--- config.mk ---
export PLATFORM = sky130hd
export DESIGN_NAME = rx_stream_sink
export DESIGN_NICKNAME = d
export VERILOG_FILES = /design/src/rtl/rx_stream_sink.sv
export SDC_FILE = /design/constraint.sdc
export NUM_CORES = 1
export LEC_CHECK = 0
export ABC_AREA = 1
export CORE_ASPECT_RATIO = 0.6
export CORE_UTILIZATION = 60
export DETAILED_ROUTE_END_ITERATION = 6
export GPL_TIMING_DRIVEN = 0
export PLACE_DENSITY = 0.83
export SLEW_MARGIN = 25
export SYNTH_ARGS = -nofsm -noshare
export SYNTH_HDL_FRONTEND = slang
export SYNTH_SLANG_ARGS = --single-unit
--- constraint.sdc ---
create_clock -name clk -period 7.65 [get_ports clk]
set_input_delay 1.53 -clock clk [delete_from_list [all_inputs] [get_ports clk]]
set_output_delay 1.53 -clock clk [all_outputs]
set_load 0.1 [all_outputs]
--- src/rtl/rx_stream_sink.sv ---
// rx_stream_sink
// Receiving end of a valid/ready word stream. Incoming words are buffered in a
// DEPTH-entry FIFO and presented first-word-fall-through to a downstream
// consumer. The sink backpressures the transmitter through ready when the FIFO
// is full.
//
// Optional feature: define RX_SEQ_CHECK_EN to build an in-line sequence checker.
// The checker flags any accepted word that is not the previous word + 1.
// Without the macro, seq_err and err_count are tied to zero.
//
// Ports
//   clk        single clock, all logic on posedge
//   rst        synchronous active-high reset
//   data       stream data from the transmitter
//   valid      transmitter has a word on data
//   ready      sink can accept (transfer = valid & ready at posedge)
//   out_data   head-of-FIFO word (don't-care while out_valid = 0)
//   out_valid  FIFO non-empty
//   out_ready  consumer pops (pop = out_valid & out_ready at posedge)
//   level      current occupancy 0..DEPTH
//   rx_count   words accepted since reset, wraps at 2^32
//   seq_err    sticky sequence error flag
//   err_count  saturating count of sequence errors
module rx_stream_sink #(
    parameter int DATA_W = 32,
    parameter int DEPTH  = 8,
    localparam int LVL_W = $clog2(DEPTH) + 1
) (
    input  logic              clk,
    input  logic              rst,
    input  logic [DATA_W-1:0] data,
    input  logic              valid,
    output logic              ready,
    output logic [DATA_W-1:0] out_data,
    output logic              out_valid,
    input  logic              out_ready,
    output logic [LVL_W-1:0]  level,
    output logic [31:0]       rx_count,
    output logic              seq_err,
    output logic [15:0]       err_count
);

    localparam int PTR_W = $clog2(DEPTH);

    logic [DATA_W-1:0] mem [DEPTH];

    logic [PTR_W-1:0] wr_ptr_q, wr_ptr_d;
    logic [PTR_W-1:0] rd_ptr_q, rd_ptr_d;
    logic [LVL_W-1:0] level_q, level_d;
    logic [31:0]      rx_count_q, rx_count_d;

    logic push;
    logic pop;

    // ready and out_valid come from registered state only (plus rst), so
    // there is no combinational path from valid or out_ready. A full FIFO
    // refuses a word even when a pop happens in the same cycle.
    assign ready     = !rst && (level_q != LVL_W'(DEPTH));
    assign out_valid = !rst && (level_q != '0);
    assign push      = valid && ready;
    assign pop       = out_valid && out_ready;

    assign out_data  = mem[rd_ptr_q];
    assign level     = level_q;
    assign rx_count  = rx_count_q;

    always_comb begin
        wr_ptr_d   = wr_ptr_q;
        rd_ptr_d   = rd_ptr_q;
        level_d    = level_q;
        rx_count_d = rx_count_q;
        if (push) begin
            wr_ptr_d   = wr_ptr_q + PTR_W'(1);
            rx_count_d = rx_count_q + 32'd1;
        end
        if (pop) begin
            rd_ptr_d = rd_ptr_q + PTR_W'(1);
        end
        // Simultaneous push and pop leaves the occupancy unchanged.
        if (push && !pop) begin
            level_d = level_q + LVL_W'(1);
        end else if (pop && !push) begin
            level_d = level_q - LVL_W'(1);
        end
    end

    always_ff @(posedge clk) begin
        if (rst) begin
            wr_ptr_q   <= '0;
            rd_ptr_q   <= '0;
            level_q    <= '0;
            rx_count_q <= '0;
        end else begin
            wr_ptr_q   <= wr_ptr_d;
            rd_ptr_q   <= rd_ptr_d;
            level_q    <= level_d;
            rx_count_q <= rx_count_d;
        end
    end

    // Storage is not reset. push is already gated by rst through ready.
    always_ff @(posedge clk) begin
        if (push) begin
            mem[wr_ptr_q] <= data;
        end
    end

`ifdef RX_SEQ_CHECK_EN
    logic              primed_q, primed_d;
    logic [DATA_W-1:0] exp_q, exp_d;
    logic              seq_err_q, seq_err_d;
    logic [15:0]       err_count_q, err_count_d;

    always_comb begin
        primed_d    = primed_q;
        exp_d       = exp_q;
        seq_err_d   = seq_err_q;
        err_count_d = err_count_q;
        if (push) begin
            // Always resync to the word just seen. The first word after
            // reset only primes the expectation.
            primed_d = 1'b1;
            exp_d    = data + DATA_W'(1);
            if (primed_q && (data != exp_q)) begin
                seq_err_d = 1'b1;
                if (err_count_q != 16'hFFFF) begin
                    err_count_d = err_count_q + 16'd1;
                end
            end
        end
    end

    always_ff @(posedge clk) begin
        if (rst) begin
            primed_q    <= 1'b0;
            exp_q       <= '0;
            seq_err_q   <= 1'b0;
            err_count_q <= '0;
        end else begin
            primed_q    <= primed_d;
            exp_q       <= exp_d;
            seq_err_q   <= seq_err_d;
            err_count_q <= err_count_d;
        end
    end

    assign seq_err   = seq_err_q;
    assign err_count = err_count_q;
`else
    assign seq_err   = 1'b0;
    assign err_count = 16'd0;
`endif

endmodule
==> flow_results.xml <==
<?xml version="1.0" encoding="UTF-8"?>
<metrics>
  <group name="sta">
    <metric name="layout_min_cycle_time" unit="ns">5.12</metric>
    <metric name="finClkSkew" unit="ns">0.0165</metric>
    <metric name="setup_viol_count_final" unit="">0</metric>
    <metric name="fin_tns_setup" unit="ns">0</metric>
    <metric name="final-max-slew-violation-count" unit="">0</metric>
    <metric name="worst_pin_slew" unit="ns">1.02</metric>
    <metric name="final-hold-violation-count" unit="">0</metric>
    <metric name="post-route-period-util" unit="%">66.9</metric>
    <metric name="maxClockFrequency" unit="GHz">0.195</metric>
    <metric name="grt_setup_unrepaired" unit="">no</metric>
    <metric name="maxSlewHeadroom" unit="%">31.9</metric>
  </group>
  <group name="cts">
    <metric name="ctsRootBufferMaster" unit="">sky130_fd_sc_hd__clkbuf_16</metric>
    <metric name="clock_tree_from_tritoncts" unit="">done</metric>
    <metric name="clockBufferDepth" unit="">3</metric>
    <metric name="post_cts_resize_count" unit="">0</metric>
    <metric name="cts_htree_levels" unit="">1</metric>
    <metric name="cts_post_setup_buffers_inserted" unit="">0</metric>
    <metric name="number_of_cts_inserted_buffers" unit="">27</metric>
    <metric name="cts.sinks" unit="">301</metric>
    <metric name="ctsHoldBuffers" unit="">0</metric>
    <metric name="clk-insertion-delay-late" unit="ns">0.54</metric>
    <metric name="cts.reportedPaths.clkPinSlew" unit="ns">0.07</metric>
  </group>
  <group name="critical_path">
    <metric name="cp_startpoint_kind" unit="">input port</metric>
    <metric name="worst_ep_required" unit="ns">6.12</metric>
    <metric name="crit_fanout" unit="">10</metric>
    <metric name="worstPathArrival" unit="ns">3.59</metric>
    <metric name="criticalPathCategory" unit="">in -&gt; out</metric>
    <metric name="endpoint_kind_of_the_worst_setup_timing_path" unit="">output pin</metric>
  </group>
  <group name="floorplanning">
    <metric name="placementRows" unit="">40</metric>
    <metric name="die_w" unit="um">189</metric>
    <metric name="die-height" unit="um">114</metric>
    <metric name="core" unit="sq mm">0.0203</metric>
    <metric name="floorplan.die_area" unit="sq mm">0.0215</metric>
    <metric name="io_pins" unit="">123</metric>
    <metric name="floorplan.initialDensity" unit="%">62.0</metric>
  </group>
  <group name="layout">
    <metric name="post_route_cells_drive_above_1_share" unit="%">9.68</metric>
    <metric name="most_frequent_cells_in_the_layout" unit="">sky130_fd_sc_hd__nor2_1 (257), sky130_fd_sc_hd__edfxtp_1 (256), sky130_fd_sc_hd__nand2_1 (188)</metric>
    <metric name="layout-area-overhead-vs-synth" unit="%">21.0</metric>
    <metric name="most_common_cell_after_layout_fill_and_taps_aside" unit="">sky130_fd_sc_hd__nor2_1</metric>
    <metric name="sequential_cell_area" unit="sq mm">0.00859</metric>
    <metric name="n_antenna_cell" unit="">0</metric>
    <metric name="post-route-cell-area" unit="sq mm">0.0152</metric>
    <metric name="multi_input_area" unit="sq mm">0.00346</metric>
    <metric name="fill_cells" unit="">1274</metric>
    <metric name="final_core_utilization" unit="%">75.0</metric>
    <metric name="layout.cells.non_filler" unit="">1575</metric>
    <metric name="final_nets" unit="">1324</metric>
  </group>
  <group name="synth">
    <metric name="async_flop_share" unit="%">0</metric>
    <metric name="largest_cells_by_area_after_synthesis" unit="">sky130_fd_sc_hd__edfxtp_1 (61%), sky130_fd_sc_hd__nor2_1 (7.9%), sky130_fd_sc_hd__dfxtp_1 (7.2%), sky130_fd_sc_hd__nand2_1 (5.6%), sky130_fd_sc_hd__o32ai_1 (4.5%)</metric>
    <metric name="synth_top_area_share" unit="%">61.2</metric>
    <metric name="ys_seq_elements" unit="">301</metric>
    <metric name="synth_compound_gate_area_share" unit="%">8.68</metric>
    <metric name="count_of_flip_flops_with_a_built_in_enable_after_synthesis" unit="">256</metric>
    <metric name="area_share_of_xor_xnor_cells_in_the_synthesized_design" unit="%">0.349</metric>
    <metric name="syn-mean-instance-area" unit="sq um">11.2</metric>
    <metric name="yosys_most_used_dff" unit="">sky130_fd_sc_hd__edfxtp_1</metric>
    <metric name="syn-instance-count" unit="">1124</metric>
    <metric name="ys_types" unit="">34</metric>
    <metric name="synth_warnings" unit="">0</metric>
    <metric name="ys_seq_area_share" unit="%">68.4</metric>
    <metric name="synth.cell_area" unit="sq mm">0.0126</metric>
    <metric name="dominant_combinational_cell_family_by_area_after_synthesis" unit="">simple AND/OR/NAND/NOR gates</metric>
    <metric name="synth_fa_ha_area_share" unit="%">0.757</metric>
    <metric name="post-synth-top-area-cell" unit="">sky130_fd_sc_hd__edfxtp_1</metric>
    <metric name="synth-simple-area-share" unit="%">16.8</metric>
    <metric name="synth.mux.area_fraction" unit="%">0</metric>
  </group>
  <group name="routing">
    <metric name="wl_per_cell" unit="um">19.9</metric>
    <metric name="drt-vias-per-instance" unit="">5.86</metric>
    <metric name="route.final.wire_length" unit="um">31300</metric>
    <metric name="vias" unit="">9236</metric>
    <metric name="drtAntennaViolNets" unit="">0</metric>
    <metric name="route.detailed.drc" unit="">0</metric>
    <metric name="dr.first_iter.drc_count" unit="">1149</metric>
    <metric name="firstDrtPassIters" unit="">5</metric>
  </group>
  <group name="grt">
    <metric name="global_route_wire_length_before_repair" unit="um">48000</metric>
    <metric name="grt_max_degree" unit="">21</metric>
    <metric name="gr-usage-all-layers" unit="%">29.2</metric>
    <metric name="overflow" unit="">0</metric>
    <metric name="first_global_vias" unit="">8934</metric>
    <metric name="antenna_violations_before_repair" unit="">0</metric>
  </group>
  <group name="job">
    <metric name="timing.max_cap.violations" unit="">0</metric>
  </group>
  <group name="pwr">
    <metric name="power_leakage" unit="nW">5.39</metric>
    <metric name="vdd_drop_max" unit="mV">0.208</metric>
    <metric name="powerDensity" unit="mW/mm^2">282</metric>
    <metric name="post-layout-total-power" unit="W">0.00428</metric>
  </group>
  <group name="placed_design">
    <metric name="placed_area" unit="sq mm">0.0143</metric>
    <metric name="place.detailed.instances" unit="">1525</metric>
    <metric name="portBuffers" unit="">104</metric>
    <metric name="detailedPlacementHpwl" unit="um">20300</metric>
    <metric name="globalplace.congestion" unit="">0.930</metric>
  </group>
  <group name="outcome">
    <metric name="run_status" unit="">finished clean</metric>
  </group>
  <group name="worst_hold_path">
    <metric name="timing.hold.worst.class" unit="">reg -&gt; reg</metric>
  </group>
</metrics>
## routing by layer
layer / track usage, % / vias to the layer above / routed length (um)
met5: 0 / - / 0
met4: 8.49 / 0 / 548
met3: 5.27 / 51 / 3180
met2: 45.8 / 530 / 14400
met1: 42.4 / 4452 / 13200
li1: - / 4203 / -
## cells by family after synthesis
group	after synthesis
XOR/XNOR	5
flip-flops	301
AND/OR/NAND/NOR	516
AO/OA/AOI/OAI	166
adder cells (fa/ha/maj)	7
other	1
buffers and inverters	128
## layout make-up
| cell class | instances | share of cell area [%] |
|---|---|---|
| clock buffers | 31 | 4.61 |
| inverters | 53 | 1.31 |
| plain buffers | 75 | 2.87 |
| repair buffers | 112 | 8.20 |
| flip-flops and latches | 301 | 56.5 |
| clock inverters | 19 | 1.53 |
| well taps | 273 | 2.25 |
| multi-input cells | 711 | 22.7 |
## final timing paths
kind | slack [ns] | cells past startpoint | endpoint | startpoint
max | 2.53 | 7 | ready | rst
min | 0.50 | 2 | wr_ptr_q[0] | wr_ptr_q[0]
max reg2reg | 5.02 | 7 | mem[4][8] | level[0]
min reg2reg | 0.50 | 2 | wr_ptr_q[0] | wr_ptr_q[0]
## critical path: stages
cell                              delay [ns]
sky130_fd_sc_hd__buf_2                  0.16
sky130_fd_sc_hd__inv_2                  0.10
sky130_fd_sc_hd__buf_2                  0.22
sky130_fd_sc_hd__buf_2                  0.32
sky130_fd_sc_hd__nand2_1                0.09
sky130_fd_sc_hd__inv_1                  0.05
sky130_fd_sc_hd__clkdlybuf4s50_1        1.12
## sequential cells by signal, summed over array words and instances (netlist names), named ones only
register,flops
mem,256
rx_count,32
level,4
rd_ptr_q,3
wr_ptr_q,3
## cells in the mapped netlist, types with 10 or more instances
cell                       count
sky130_fd_sc_hd__a21oi_1      21
sky130_fd_sc_hd__buf_2        16
sky130_fd_sc_hd__buf_4        28
sky130_fd_sc_hd__clkbuf_1     22
sky130_fd_sc_hd__dfxtp_1      45
sky130_fd_sc_hd__edfxtp_1    256
sky130_fd_sc_hd__inv_1        50
sky130_fd_sc_hd__nand2_1     188
sky130_fd_sc_hd__nand3_1      31
sky130_fd_sc_hd__nand4_1      10
sky130_fd_sc_hd__nor2_1      265
sky130_fd_sc_hd__o21ai_0      73
sky130_fd_sc_hd__o32ai_1      64
## power breakdown
group          total (W)  internal, W  switching (W)
clock network    0.00143     0.000830       0.000600
registers        0.00183      0.00181      0.0000193
logic            0.00102     0.000246       0.000773
total            0.00428      0.00289        0.00139
## through the flow
step	hold WS, ns	worst slack (ns)
after floorplan	0.462	2.67
after global placement	0.471	2.09
after detailed placement	0.489	2.54
after CTS	0.498	2.54
after global routing	0.531	2.43
final	0.502	2.53
Power figures use the tool's default switching activity.
